<file path="config.mk">
export PLATFORM = sky130hd
export DESIGN_NAME = branch_resolve_queue
export DESIGN_NICKNAME = d
export VERILOG_FILES = /design/src/rtl/branch_resolve_queue.sv
export SDC_FILE = /design/constraint.sdc
export NUM_CORES = 1
export LEC_CHECK = 0
export CORE_MARGIN = 2
export CORE_UTILIZATION = 45
export CTS_CLUSTER_DIAMETER = 150
export DETAILED_ROUTE_END_ITERATION = 8
export PLACE_DENSITY = 0.81
export SETUP_SLACK_MARGIN = 0.4
export SLEW_MARGIN = 20
export SYNTH_ARGS = -nofsm -noshare
export SYNTH_HDL_FRONTEND = slang
export SYNTH_SLANG_ARGS = --single-unit
</file>
<file path="constraint.sdc">
create_clock -name clk -period 7.85 [get_ports clk]
set_input_delay 1.57 -clock clk [delete_from_list [all_inputs] [get_ports clk]]
set_output_delay 1.57 -clock clk [all_outputs]
set_load 0.03 [all_outputs]
</file>
<file path="src/rtl/branch_resolve_queue.sv">
// Branch resolve queue: holds the predicted branches that are still in flight,
// in program order. Resolves come back oldest-first and drive the predictor
// update. A mispredict flushes every younger entry, and the queue then spends
// one RECOVER cycle refusing pushes while fetch redirects.
module branch_resolve_queue #(
    parameter int DEPTH  = 4,
    parameter int W_PTR  = 2,
    parameter int W_BRID = 2
) (
    input  logic              clk,
    input  logic              reset,
    input  logic              push_i,
    input  logic              push_pred_i,
    input  logic [W_BRID-1:0] push_id_i,
    output logic              full_o,
    output logic              empty_o,
    output logic [W_PTR:0]    count_o,
    input  logic              res_v_i,
    input  logic              res_taken_i,
    output logic              upd_v_o,
    output logic              upd_branch_o,
    output logic [W_BRID-1:0] upd_id_o,
    output logic              mispredict_o,
    output logic              err_o
);

    typedef enum logic {RUN = 1'b0, RECOVER = 1'b1} state_t;

    localparam logic [W_PTR-1:0] PTR_ONE  = W_PTR'(1);
    localparam logic [W_PTR:0]   CNT_ONE  = (W_PTR+1)'(1);
    localparam logic [W_PTR:0]   CNT_FULL = (W_PTR+1)'(DEPTH);

    state_t            state_q;
    logic [W_PTR-1:0]  head_q, tail_q;
    logic              full_q;          // tells a full ring apart from an empty one when head == tail
    logic [DEPTH-1:0]  mem_pred;
    logic [W_BRID-1:0] mem_id [DEPTH];

    logic              res_ok, mis, push_ok, head_pred;
    logic [W_PTR:0]    cnt_nxt;

    // A full ring has head == tail, so the pointer difference is 0 and the flag supplies the top bit
    assign count_o   = {full_q, tail_q - head_q};
    assign empty_o   = (count_o == '0);
    assign full_o    = (count_o == CNT_FULL) || (state_q == RECOVER);
    assign head_pred = mem_pred[head_q];

    // Decide which resolve and which push actually take effect this cycle
    always_comb begin
        res_ok  = res_v_i && !empty_o;
        mis     = res_ok && (res_taken_i != head_pred);
        push_ok = push_i && (state_q == RUN) && !mis &&
                  ((count_o != CNT_FULL) || res_ok);
        cnt_nxt = count_o;
        if (push_ok && !res_ok)
            cnt_nxt = count_o + CNT_ONE;
        else if (!push_ok && res_ok)
            cnt_nxt = count_o - CNT_ONE;
    end

    // Entry storage; contents are meaningless once popped, so this array has no reset
    always_ff @(posedge clk) begin
        if (push_ok) begin
            mem_pred[tail_q] <= push_pred_i;
            mem_id[tail_q]   <= push_id_i;
        end
    end

    // Pointers, occupancy flag, the RUN/RECOVER machine and the registered outputs
    always_ff @(posedge clk or negedge reset) begin
        if (!reset) begin
            state_q      <= RUN;
            head_q       <= '0;
            tail_q       <= '0;
            full_q       <= 1'b0;
            upd_v_o      <= 1'b0;
            upd_branch_o <= 1'b0;
            upd_id_o     <= '0;
            mispredict_o <= 1'b0;
            err_o        <= 1'b0;
        end else begin
            if (mis) begin
                // Pop the wrong branch and flush everything younger than it
                head_q  <= head_q + PTR_ONE;
                tail_q  <= head_q + PTR_ONE;
                full_q  <= 1'b0;
                state_q <= RECOVER;
            end else begin
                if (res_ok)  head_q <= head_q + PTR_ONE;
                if (push_ok) tail_q <= tail_q + PTR_ONE;
                full_q  <= (cnt_nxt == CNT_FULL);
                state_q <= RUN;
            end

            upd_v_o      <= res_ok;
            mispredict_o <= mis;
            if (res_ok) begin
                upd_branch_o <= res_taken_i;
                upd_id_o     <= mem_id[head_q];
            end

            // A resolve on an empty queue, or a push refused while in RUN, is a protocol error
            if ((res_v_i && empty_o) || (push_i && (state_q == RUN) && !push_ok))
                err_o <= 1'b1;
        end
    end

endmodule

</file>
==> impl_metrics.yaml <==
global_routing:
  grt_pass1_vias: 788
  grt-ovfl-total: 0
  grt_antenna_before_repair: 0
  grt_usage: 0.151
  grt_max_degree: 14
  grt_pass1_wl_mm: 3.59
job:
  max-cap-violations: 0
floorplan:
  die-area_um2: 3050
  core-area_um2: 2480
  die_w_um: 55.3
  start_util: 0.477
  rows: 18
  die_h_um: 55.3
  io_pins: 19
timing:
  tightest_slew_ns: 0.585
  rsz0062_at_grt: "no"
  finClkSkew_ns: 0.00239
  hold_violations: 0
  fin_crit_ns: 4.19
  fmax_mhz: 239
  max_slew_margin: 0.606
  fin_crit_sh: 0.534
  totalNegativeSetupSlack_ns: 0
  setup_viol: 0
  slew_violations: 0
yosys:
  synthXorXnorAreaFrac: 0.0624
  ys_warn_count: 0
  synth_compound_area_frac: 0.0540
  synth-main-ff-cell: "edfxtp_1"
  synth_cell_type_count: 36
  synth_edf_count: 12
  syn-mean-instance-area_um2: 13.0
  synth-simple-area-share: 0.142
  synth_seq_area_share: 0.538
  synth_top_family_by_area: "simple AND/OR/NAND/NOR gates"
  synth_seq_cells: 23
  synthCells: 91
  synthMuxAreaShare: 0.0804
  synthAdderAreaFrac: 0.0847
  syn_area_um2: 1180
  syn_nets: 107
  synthArstFlopShare: 0.478
clock_tree:
  clock_latency_ns: 0.30
  clockBufferDepth: 2
  cts_hold_buf: 0
  cts_setup_buffers: 0
  clk_pin_slew_ns: 0.12
  cts_sinks: 23
  cts_max_level: 1
  cts_resized: 0
  cts_made_buffers: 3
  cts_root_buffer: "clkbuf_4"
  cts_tree: "built"
setup_path:
  reg2reg_depth: 8
  path_common_cell: "ha_1"
  slowest_stage: "clkdlybuf4s50_1"
  r2r-start: "head_q[0]$_DFFE_PN0P_"
  cp-start-kind: "flop"
  rrSetupSlack_ns: 4.98
  reg2reg_to: "mem_pred[1]$_DFFE_PP_"
  cp_max_fo: 8
  critPathTopFamily: "buffers and inverters"
  cp.required_ns: 6.28
  crit_buf_inv: 1
  end_kind: "output pin"
  cp.depth: 6
  crit_path_start: "head_q[0]$_DFFE_PN0P_"
  path_cells: "ha_1 -> xnor3_1 -> ha_1 -> nand2_1 -> nand2b_1 -> clkdlybuf4s50_1"
  critPathKind: "flop to output pin"
  max_stage_delay_ns: 0.66
  endpoint: "full_o"
  worstPathArrival_ns: 2.62
detailed_routing:
  routed_wl_mm: 1.97
  dr_total_vias: 724
  drtIter0Drc: 13
  dr.pass1.iters: 4
  final_antenna_net_count: 0
  vias_per_cell: 5.17
  routedWlPerCell_um: 14.0
  drc: 0
final_layout:
  final_util: 0.567
  layout_commonest_cell: "clkdlybuf4s50_1"
  fillers: 212
  fin_nets: 127
  diodes: 0
  drive_gt1_frac: 0.0727
  layout_common_cells: "18 x clkdlybuf4s50_1, 12 x nand2_1, 12 x edfxtp_1"
  area_delta_synth_final_pct: 18.7
worst_hold_path:
  min_path_type: "flop to flop"
placed_design:
  gp_congestion: 0.803
  port_buffers: 18
  hpwl_mm: 1.56
status:
  status: "finished, final reports clean"
==> worst register-to-register path, cell delays in order, from the launching register on <==
cell	delay (ns)
dfrtp_1	0.52
ha_1	0.26
xnor3_1	0.49
ha_1	0.22
nand2b_1	0.08
nand2_1	0.19
clkinv_1	0.29
a21oi_2	0.29
and2_1	0.25
==> metal layers <==
layer,up-vias,share of wire,track usage
met3,5,0.045,0.0398
met2,21,0.51,0.269
li1,357,-,-
met5,-,0,0
met4,0,0.017,0.0348
met1,341,0.43,0.181
==> cells in the mapped netlist (all sizes together) (2+ instances only) <==
cell    instances  area, um^2
nand2b          3        18.8
nor3b           2        15.0
o21ai           3        15.0
xor2            2        25.0
edfxtp         12         360
nand2          12        45.0
dfrtp          11         275
mux4            3        75.1
a21oi           3        18.8
buf             3        23.8
inv             5        18.8
and2            5        33.8
ha              8         100
xnor2           3        26.3
mux2i           2        20.0
==> worst min-delay path by stage <==
stage               slack, ns                       end  cells after the start                      from
global placement         0.46  upd_branch_o$_DFFE_PN0P_                      2  upd_branch_o$_DFFE_PN0P_
global route             0.53  upd_branch_o$_DFFE_PN0P_                      2  upd_branch_o$_DFFE_PN0P_
CTS                      0.49         err_o$_DFFE_PN0P_                      2         err_o$_DFFE_PN0P_
detailed placement       0.46         err_o$_DFFE_PN0P_                      2         err_o$_DFFE_PN0P_
finish                   0.49         err_o$_DFFE_PN0P_                      2         err_o$_DFFE_PN0P_
floorplan                0.58     head_q[1]$_DFFE_PN0P_                      2     head_q[1]$_DFFE_PN0P_
==> cell type report <==
cell class,instances,area [um^2],share of cell area
inverter,6,22.5,0.0160
sequential,23,636,0.453
timing repair buffer,18,180,0.128
tap,30,37.5,0.0267
multi-input combinational,59,500,0.357
clock buffer,3,22.5,0.0160
clock inverter,1,5.00,0.00357
==> registers in the layout, summed over array words and instances, names as in the netlist, 2 cells and up <==
| register | flops |
|---|---|
| tail_q | 2 |
| mem_pred | 4 |
| head_q | 2 |
| upd_id_o | 2 |
| mem_id | 8 |
==> stage by stage <==
step	area, um^2	std cells	hold slack (ns)	setup slack [ns]
2_1_floorplan	1180	91	0.577	4.71
3_3_place_gp	1380	136	0.458	4.09
3_5_place_dp	1380	136	0.464	4.00
4_1_cts	1400	140	0.494	3.65
5_1_grt	1400	140	0.532	3.54
6_report	1400	140	0.487	3.66
==> kinds of logic after synthesis <==
kind of cell             count (synthesis)
AND/OR/NAND/NOR                         30
flip-flops                              23
AO/OA/AOI/OAI                           10
buffers and inverters                    9
adder cells (fa/ha/maj)                  8
XOR/XNOR                                 6
multiplexers                             5
Power is not shown: default switching activity piles up to over one toggle a cycle in this logic, so the estimate is an artifact.
